File: src/rtl/rv_core_pkg.sv
// Shared core types and constants for the RV front end.
// Latency: n/a (declarations only).
// Backpressure: n/a.
package rv_core_pkg;

    localparam int          XLEN        = 32;
    localparam logic [6:0]  OPC_CUSTOM0 = 7'b0001011;
    localparam logic [31:0] INSTR_ECALL = 32'h0000_0073;
    localparam logic [31:0] INSTR_NOP   = 32'h0000_0013;

    typedef struct packed {
        logic [XLEN-1:0] pc;
        logic [XLEN-1:0] instr;
    } fetch_entry_t;

endpackage

File: src/rtl/instr_fetch_unit_if.sv
// Instruction memory, redirect and decode-side bundle of the fetch unit.
// Latency: n/a (wires only).
// Backpressure: out_valid/out_ready handshake toward decode.
interface instr_fetch_unit_if;

    logic [31:0] imem_addr;
    logic [31:0] imem_rdata;
    logic        redirect_valid;
    logic [31:0] redirect_pc;
    logic        out_valid;
    logic        out_ready;
    logic [31:0] out_instr;
    logic [31:0] out_pc;
    logic [31:0] out_pc_plus4;
    logic        halted;

    modport master (
        output imem_addr,
        input  imem_rdata,
        input  redirect_valid,
        input  redirect_pc,
        output out_valid,
        input  out_ready,
        output out_instr,
        output out_pc,
        output out_pc_plus4,
        output halted
    );

    modport slave (
        input  imem_addr,
        output imem_rdata,
        output redirect_valid,
        output redirect_pc,
        input  out_valid,
        output out_ready,
        input  out_instr,
        input  out_pc,
        input  out_pc_plus4,
        input  halted
    );

endinterface

File: src/rtl/instr_fetch_unit_queue.sv
// Fetch queue: synchronous FIFO of {pc, instr} entries with flush.
// Latency: a pushed entry is at the head the cycle after the push.
// Backpressure: full reported to the producer; push+pop on a full queue is allowed.
module fetch_queue
    import rv_core_pkg::*;
#(
    parameter int QUEUE_DEPTH = 2
) (
    input  logic         clk,
    input  logic         rst,
    input  logic         push,
    input  fetch_entry_t push_data,
    input  logic         pop,
    input  logic         flush,
    output fetch_entry_t head,
    output logic         full,
    output logic         empty
);

    localparam int AW = $clog2(QUEUE_DEPTH);
    localparam int CW = AW + 1;

    fetch_entry_t    mem [QUEUE_DEPTH];
    logic [AW-1:0]   wr_ptr;
    logic [AW-1:0]   rd_ptr;
    logic [CW-1:0]   count;

    assign head  = mem[rd_ptr];
    assign full  = (count == CW'(QUEUE_DEPTH));
    assign empty = (count == '0);

    // Storage is zeroed on reset so the head never shows X while empty.
    always_ff @(posedge clk) begin
        if (rst) begin
            wr_ptr <= '0;
            rd_ptr <= '0;
            count  <= '0;
            for (int i = 0; i < QUEUE_DEPTH; i++) begin
                mem[i] <= '0;
            end
        end else if (flush) begin
            wr_ptr <= '0;
            rd_ptr <= '0;
            count  <= '0;
        end else begin
            if (push) begin
                mem[wr_ptr] <= push_data;
                wr_ptr      <= wr_ptr + AW'(1);
            end
            if (pop) begin
                rd_ptr <= rd_ptr + AW'(1);
            end
            case ({push, pop})
                2'b10:   count <= count + CW'(1);
                2'b01:   count <= count - CW'(1);
                default: count <= count;
            endcase
        end
    end

endmodule

File: src/rtl/instr_fetch_unit.sv
// Fetch front end: owns the PC, reads combinational imem, queues {pc, instr} for decode.
// Latency: addressed word at the queue head next cycle; redirect target at the head two cycles later.
// Backpressure: stalls PC when the queue is full with no pop; halts after a fetched ecall.
module instr_fetch_unit
    import rv_core_pkg::*;
#(
    parameter logic [31:0] RESET_PC    = 32'h0000_0000,
    parameter int          QUEUE_DEPTH = 2
) (
    input  logic                clk,
    input  logic                rst,
    instr_fetch_unit_if.master  bus
);

    logic [31:0]  pc;
    logic         halted_q;
    logic         q_full;
    logic         q_empty;
    fetch_entry_t q_head;
    fetch_entry_t push_entry;
    logic         pop;
    logic         fetch_en;
    logic         push;
    logic         is_ecall;
    logic [31:0]  redirect_target;

    assign pop             = !q_empty && bus.out_ready;
    assign fetch_en        = !halted_q && (!q_full || pop);
    assign push            = fetch_en && !bus.redirect_valid;
    assign is_ecall        = (bus.imem_rdata == INSTR_ECALL);
    assign redirect_target = bus.redirect_pc & 32'hFFFF_FFFC;
    assign push_entry      = '{pc: pc, instr: bus.imem_rdata};

    always_ff @(posedge clk) begin
        if (rst) begin
            pc       <= RESET_PC;
            halted_q <= 1'b0;
        end else if (bus.redirect_valid) begin
            pc       <= redirect_target;
            halted_q <= 1'b0;
        end else if (push) begin
            // An ecall is still delivered, but the PC parks on it.
            if (is_ecall) begin
                halted_q <= 1'b1;
            end else begin
                pc <= pc + 32'd4;
            end
        end
    end

    // Redirect flushes the queue, which also squashes any pop in that cycle.
    fetch_queue #(
        .QUEUE_DEPTH (QUEUE_DEPTH)
    ) u_queue (
        .clk       (clk),
        .rst       (rst),
        .push      (push),
        .push_data (push_entry),
        .pop       (pop),
        .flush     (bus.redirect_valid),
        .head      (q_head),
        .full      (q_full),
        .empty     (q_empty)
    );

    assign bus.imem_addr    = pc;
    assign bus.out_valid    = !q_empty;
    assign bus.out_instr    = q_head.instr;
    assign bus.out_pc       = q_head.pc;
    assign bus.out_pc_plus4 = q_head.pc + 32'd4;
    assign bus.halted       = halted_q;

endmodule

File: src/flat_wrapper.sv
// flat-port wrapper written by rule: the top's interface ports become plain ports
module instr_fetch_unit_flat import rv_core_pkg::*;
#(
    parameter logic [31:0] RESET_PC    = 32'h0000_0000,
    parameter int          QUEUE_DEPTH = 2
)
  (clk, rst, bus_imem_addr, bus_imem_rdata, bus_redirect_valid, bus_redirect_pc, bus_out_valid, bus_out_ready, bus_out_instr, bus_out_pc, bus_out_pc_plus4, bus_halted);
  instr_fetch_unit_if bus_i ();
  input  logic clk;
  input  logic rst;
  output wire logic [$bits(bus_i.imem_addr)-1:0] bus_imem_addr;
  input wire logic [$bits(bus_i.imem_rdata)-1:0] bus_imem_rdata;
  input wire logic [$bits(bus_i.redirect_valid)-1:0] bus_redirect_valid;
  input wire logic [$bits(bus_i.redirect_pc)-1:0] bus_redirect_pc;
  output wire logic [$bits(bus_i.out_valid)-1:0] bus_out_valid;
  input wire logic [$bits(bus_i.out_ready)-1:0] bus_out_ready;
  output wire logic [$bits(bus_i.out_instr)-1:0] bus_out_instr;
  output wire logic [$bits(bus_i.out_pc)-1:0] bus_out_pc;
  output wire logic [$bits(bus_i.out_pc_plus4)-1:0] bus_out_pc_plus4;
  output wire logic [$bits(bus_i.halted)-1:0] bus_halted;
  assign bus_imem_addr = bus_i.imem_addr;
  assign bus_i.imem_rdata = bus_imem_rdata;
  assign bus_i.redirect_valid = bus_redirect_valid;
  assign bus_i.redirect_pc = bus_redirect_pc;
  assign bus_out_valid = bus_i.out_valid;
  assign bus_i.out_ready = bus_out_ready;
  assign bus_out_instr = bus_i.out_instr;
  assign bus_out_pc = bus_i.out_pc;
  assign bus_out_pc_plus4 = bus_i.out_pc_plus4;
  assign bus_halted = bus_i.halted;
  instr_fetch_unit #(.RESET_PC(RESET_PC), .QUEUE_DEPTH(QUEUE_DEPTH)) u_core (.clk(clk), .rst(rst), .bus(bus_i));
endmodule
File: config.mk
export PLATFORM = sky130hd
export DESIGN_NAME = instr_fetch_unit_flat
export DESIGN_NICKNAME = d
export VERILOG_FILES = /design/src/rtl/rv_core_pkg.sv /design/src/rtl/instr_fetch_unit_if.sv /design/src/rtl/instr_fetch_unit_queue.sv /design/src/rtl/instr_fetch_unit.sv /design/src/flat_wrapper.sv
export SDC_FILE = /design/constraint.sdc
export NUM_CORES = 1
export LEC_CHECK = 0
export BUFFER_PORTS_ARGS = -buffer_cell sky130_fd_sc_hd__buf_2
export CORE_UTILIZATION = 25
export DETAILED_ROUTE_END_ITERATION = 8
export PLACE_DENSITY = 0.54
export SYNTH_ARGS = -nofsm -noshare
export SYNTH_HDL_FRONTEND = slang
export SYNTH_SLANG_ARGS = --single-unit
File: constraint.sdc
create_clock -name clk -period 5.5 [get_ports clk]
set_clock_uncertainty 0.05 [all_clocks]
set_input_delay 0.275 -clock clk [delete_from_list [all_inputs] [get_ports clk]]
set_output_delay 0.275 -clock clk [all_outputs]
set_load 0.01 [all_outputs]
Word level (Yosys, flattened, before mapping) --
Memories as Yosys holds them, arrays and structs flattened. A register that Yosys moved wholly into a read port is not among the register bits. Cells that the tools add are included.
Storage, ports and cells: register bits 37, latch bits 0, bits in writable memories 128, memory bits (read-only) 0, input port bits 68, output and inout bits 130, logic and storage cells 50, memories 1
Memories:
- u_core.u_queue.mem | depth 2, bits a word 64, read ports 1, clocked after memory_dff 1, write ports 2, RTL line instr_fetch_unit_queue.sv:23 | fetch_entry_t mem [QUEUE_DEPTH];
Operators by class: $add $sub $neg 6, multipliers 0, divide/modulo/power cells 0, order comparisons 0, eq/ne operators 5, shifts and indexed selects 0, muxes and demuxes 15, bitwise gates (word level) 1, reductions and logical operators 16
Operators by type and width (number):
- 32-bit 2-to-1 mux | 3
- 32-bit by 3-bit adder with 32-bit output, second input constant | 2
- 64-bit 2-to-1 mux | 1
- 64-bit OR reduction | 1
- 32-bit by 7-bit == test with 1-bit output, second input constant | 1
- 1-bit 2-to-1 mux | 10
- 2-bit AND reduction | 3
- 2-bit == test, second input constant | 2
- 1-bit logical NOT | 4
- 2-bit one-hot mux with 2 select lines | 1
- 2-bit nonzero test | 2
- 1-bit logical AND | 3
- 1-bit adder, second input constant | 2
- 2-bit by 1-bit adder with 2-bit output, second input constant | 1
- 2-bit by 1-bit == test with 1-bit output, second input constant | 1
- 2-bit logical NOT | 1
- 2-bit != test, second input constant | 1
- 2-bit OR reduction | 1
- 2-bit by 1-bit subtractor with 2-bit output, second input constant | 1
- 1-bit logical OR | 1
- 1-bit inverter | 1

Longest topological paths before layout --
depth in word-level cells 12, gate-level depth with buffers 13, depth with buffers taken out 8

Cells and area by module --
Synthesis repeated with hierarchy kept, for this count alone.
Unflattened totals: cells, all modules 717, area total of the unflattened synthesis 8543.2 µm²
Modules (own cells, without submodules):
- fetch_queue | instances 1, cells each 381, area an instance 5794.3 µm², seq. area each 3943.8 µm²
- instr_fetch_unit | instances 1, cells each 336, area an instance 2748.9 µm², seq. area each 620.6 µm²

Worst setup path before layout --
Ideal clock, no wire load.
path type register -> register, start register u_core.u_queue.count[1], end memory u_core.u_queue.mem[0][0] in the netlist's numbering (enable), setup time 0.568 ns, arrival 5.180 ns, data required time 4.882 ns, slack -0.297 ns, stages on the path, launching flop included 5, buffers on the path 0, clock period less this slack 5.797 ns, path through dfxtp_1 nor3b_2 nor3_1 inv_1 o21ai_0
RTL lines:
- from (decl) | RTL line instr_fetch_unit_queue.sv:26 | logic [CW-1:0] count;
- from (signal assigned) | RTL line instr_fetch_unit_queue.sv:54 | 2'b10: count <= count + CW'(1);
- from (signal assigned) | RTL line instr_fetch_unit_queue.sv:55 | 2'b01: count <= count - CW'(1);
- from (signal assigned) | RTL line instr_fetch_unit_queue.sv:56 | default: count <= count;
- to (decl) | RTL line instr_fetch_unit_queue.sv:23

==> impl_metrics.env <==
export IMPL_wl_per_cell_um=17.3
export IMPL_synthXorXnorAreaFrac=0.0345
export IMPL_port_buffers=189
export IMPL_die_h_um=185
export IMPL_seq_area_frac_synth=0.531
export IMPL_clock_latency_ns=0.43
export IMPL_finish_utilization=0.317
export IMPL_critical_path_class="flip-flop to output port"
export IMPL_htreeDepth=4
export IMPL_hold_violations=0
export IMPL_cp_end_kind="output port"
export IMPL_io_pins=198
export IMPL_period_minus_slack_ns=3.50
export IMPL_numCtsBuffers=17
export IMPL_holdPathEnd="u_core.bus.imem_addr[30]"
export IMPL_ff2ff_setup_slack_ns=2.65
export IMPL_status="finished clean"
export IMPL_dp_hpwl_um=16500
export IMPL_antenna_found_initial=1
export IMPL_ys_flop_type="edfxtp_1"
export IMPL_synth_edff_count=124
export IMPL_drive_above_1_share=0.333
export IMPL_placedCellCount=1328
export IMPL_final_nets=977
export IMPL_rows=66
export IMPL_core_area_um2=32700
export IMPL_drc_errors=0
export IMPL_wirelength_um=23600
export IMPL_report_final_slew_viol_count=0
export IMPL_synthCells=730
export IMPL_routed_via_density=4.53
export IMPL_tightest_slew_ns=1.01
export IMPL_crit_path_max_fanout=43
export IMPL_syn_to_final_growth_pct=23.9
export IMPL_drv_cap=0
export IMPL_synthMuxAreaShare=0.0840
export IMPL_slew_headroom=0.323
export IMPL_cts_num_sinks=160
export IMPL_gp_congestion=0.795
export IMPL_syn_area_per_cell_um2=11.5
export IMPL_cts_clk_slew_worst_paths_ns=0.06
export IMPL_cts_hold_buffers=1
export IMPL_cts_resized=0
export IMPL_fin_tns_setup_ns=0
export IMPL_r2r_cells=6
export IMPL_initialDrtViolationCount=370
export IMPL_dieArea_um2=34200
export IMPL_die_w_um=185
export IMPL_max_vdd_ir_drop_uv=209
export IMPL_grt_pass1_vias=5932
export IMPL_layout_setup_ws_ns=2.00
export IMPL_cts_tree="built"
export IMPL_ys_ff_latch=160
export IMPL_grt_usage=0.141
export IMPL_rsz0062_at_grt="false"
export IMPL_hp_start="bus_redirect_pc[30]"
export IMPL_grt_max_degree=64
export IMPL_first_pass_iters=4
export IMPL_hold_class="primary input to flip-flop"
export IMPL_synth_fa_ha_area_frac=0.00448
export IMPL_grt_pass1_wl_um=35700
export IMPL_cellLeakagePower_nw=4.23
export IMPL_ys_types=67
export IMPL_clk_path_buf_depth=2
export IMPL_fmax_mhz=286
export IMPL_rr_endpoint="u_core.u_queue.mem[1][27]"
export IMPL_r2r_start="u_core.u_queue.count[0]"
export IMPL_worstPathArrival_ns=3.18
export IMPL_initial_core_util=0.256
export IMPL_setup_viol=0
export IMPL_ys_warn_count=0
export IMPL_synthSimpleGateAreaFrac=0.243
export IMPL_hold_path_depth=3
export IMPL_root_buffer="clkbuf_16"
export IMPL_pre_cts_ws_ns=2.27
export IMPL_num_vias=6169
export IMPL_synthArstFlopShare=0
export IMPL_synth_compound_area_frac=0.0692
export IMPL_cts_setup_buffers=0
export IMPL_synth_top_family_by_area="simple AND/OR/NAND/NOR gates"
export IMPL_antenna_left=0
export IMPL_syn_area_um2=8370
export IMPL_fin_crit_sh=0.637
export IMPL_critPathLaunchType="flip-flop"
export IMPL_powerDensity_nw_per_um2=294
export IMPL_crit_required_ns=5.18
export IMPL_final_cells=1363
export IMPL_grt_remaining_overflow=0
-- layout by cell type (no fill, tap or decap), types with 9 or more instances in the layout --
cell type  instances
and3_1             9
nand4_1           13
and2_1           124
dfxtp_1           35
buf_2            189
o21ai_0           10
clkbuf_16         17
nor3_1            12
edfxtp_1         124
nand3_1           23
mux2i_1           14
nand2_1           44
a311oi_1          11
xor2_1            16
xnor2_1           17
mux2_2            50
inv_1             17
nor2_1            46
-- how the worst max path moves through the flow --
stage / from / to / cells past startpoint
2_1_floorplan: u_core.u_queue.count[1] / u_core.u_queue.mem[0][0] / 4
3_3_place_gp: bus_redirect_valid / u_core.u_queue.mem[1][30] / 6
3_5_place_dp: bus_redirect_valid / u_core.u_queue.mem[1][20] / 6
4_1_cts: flip-flop / bus_out_pc_plus4[30] / 9
5_1_grt: flip-flop / bus_out_pc_plus4[26] / 9
6_report: flip-flop / bus_out_pc_plus4[26] / 9
-- cells in the mapped netlist (12+ instances only) --
| master | instances | share of area |
|---|---|---|
| clkbuf_1 | 25 | 0.011 |
| mux2i_1 | 14 | 0.017 |
| xnor2_1 | 17 | 0.018 |
| nand4_1 | 13 | 0.0097 |
| edfxtp_1 | 124 | 0.44 |
| nand2_1 | 44 | 0.020 |
| nand3_1 | 23 | 0.014 |
| nor3_1 | 12 | 0.0072 |
| xor2_1 | 16 | 0.017 |
| and2_1 | 124 | 0.093 |
| inv_1 | 17 | 0.0076 |
| dfxtp_1 | 36 | 0.086 |
| mux2_2 | 50 | 0.067 |
| nor2_1 | 47 | 0.021 |
-- layout make-up --
class | count | area, um^2
inverter | 18 | 67.6
clock inverter | 15 | 191
sequential | 160 | 4450
antenna | 2 | 5.00
multi-input combinational | 513 | 3680
fill | 3364 | 22300
timing repair buffer | 196 | 1000
clock buffer | 17 | 425
tap | 442 | 553
-- sequential cells by signal, indices dropped and copies added (netlist names), named ones only --
name and flops:
u_core.bus.imem_addr 30, u_core.u_queue.count 2, u_core.bus.halted 1, u_core.u_queue.mem 124, u_core.u_queue.rd_ptr 1, u_core.u_queue.wr_ptr 1
-- worst max-delay path, cell delays in order, from the launching register on --
cell	delay, ns
dfxtp_4	0.66
mux2i_1	0.19
inv_1	0.11
ha_1	0.17
inv_1	0.07
a211oi_2	0.39
nand4_1	0.43
nor3b_1	0.35
xor2_1	0.16
buf_2	0.18
-- routing by layer --
| layer | global-route usage | share of wire | routed length (um) | vias to the layer above |
|---|---|---|---|---|
| met2 | 0.225 | 0.47 | 11000 | 179 |
| met5 | 0 | 0 | 0 | - |
| met4 | 0.0420 | 0.014 | 341 | 0 |
| met3 | 0.0281 | 0.048 | 1140 | 23 |
| li1 | - | - | - | 3009 |
| met1 | 0.191 | 0.47 | 11100 | 2958 |
-- cells by family (layout without fill, tap and decap cells) --
logic type | after synthesis | after routing
multiplexers | 64 | 64
AO/OA/AOI/OAI | 76 | 76
XOR/XNOR | 33 | 33
other | 1 | 8
AND/OR/NAND/NOR | 331 | 331
flip-flops | 160 | 160
adder cells (fa/ha/maj) | 3 | 3
buffers and inverters | 62 | 246
-- report_power, final --
| part | switching (W) | internal, W |
|---|---|---|
| clock | 0.000499 | 0.000757 |
| sequential | 0.0000648 | 0.00138 |
| combinational | 0.000206 | 0.000145 |
| total | 0.000770 | 0.00228 |
-- stage by stage --
step	area, um^2	hold WS (ns)	total power, W
floorplan	8390	0.363	0.00165
global placement	9740	0.429	0.00183
detailed placement	9740	0.439	0.00183
CTS	10400	0.0279	0.00310
global route	10400	0.0497	0.00319
finish	10400	0.0582	0.00305
Power figures use the tool's default switching activity.
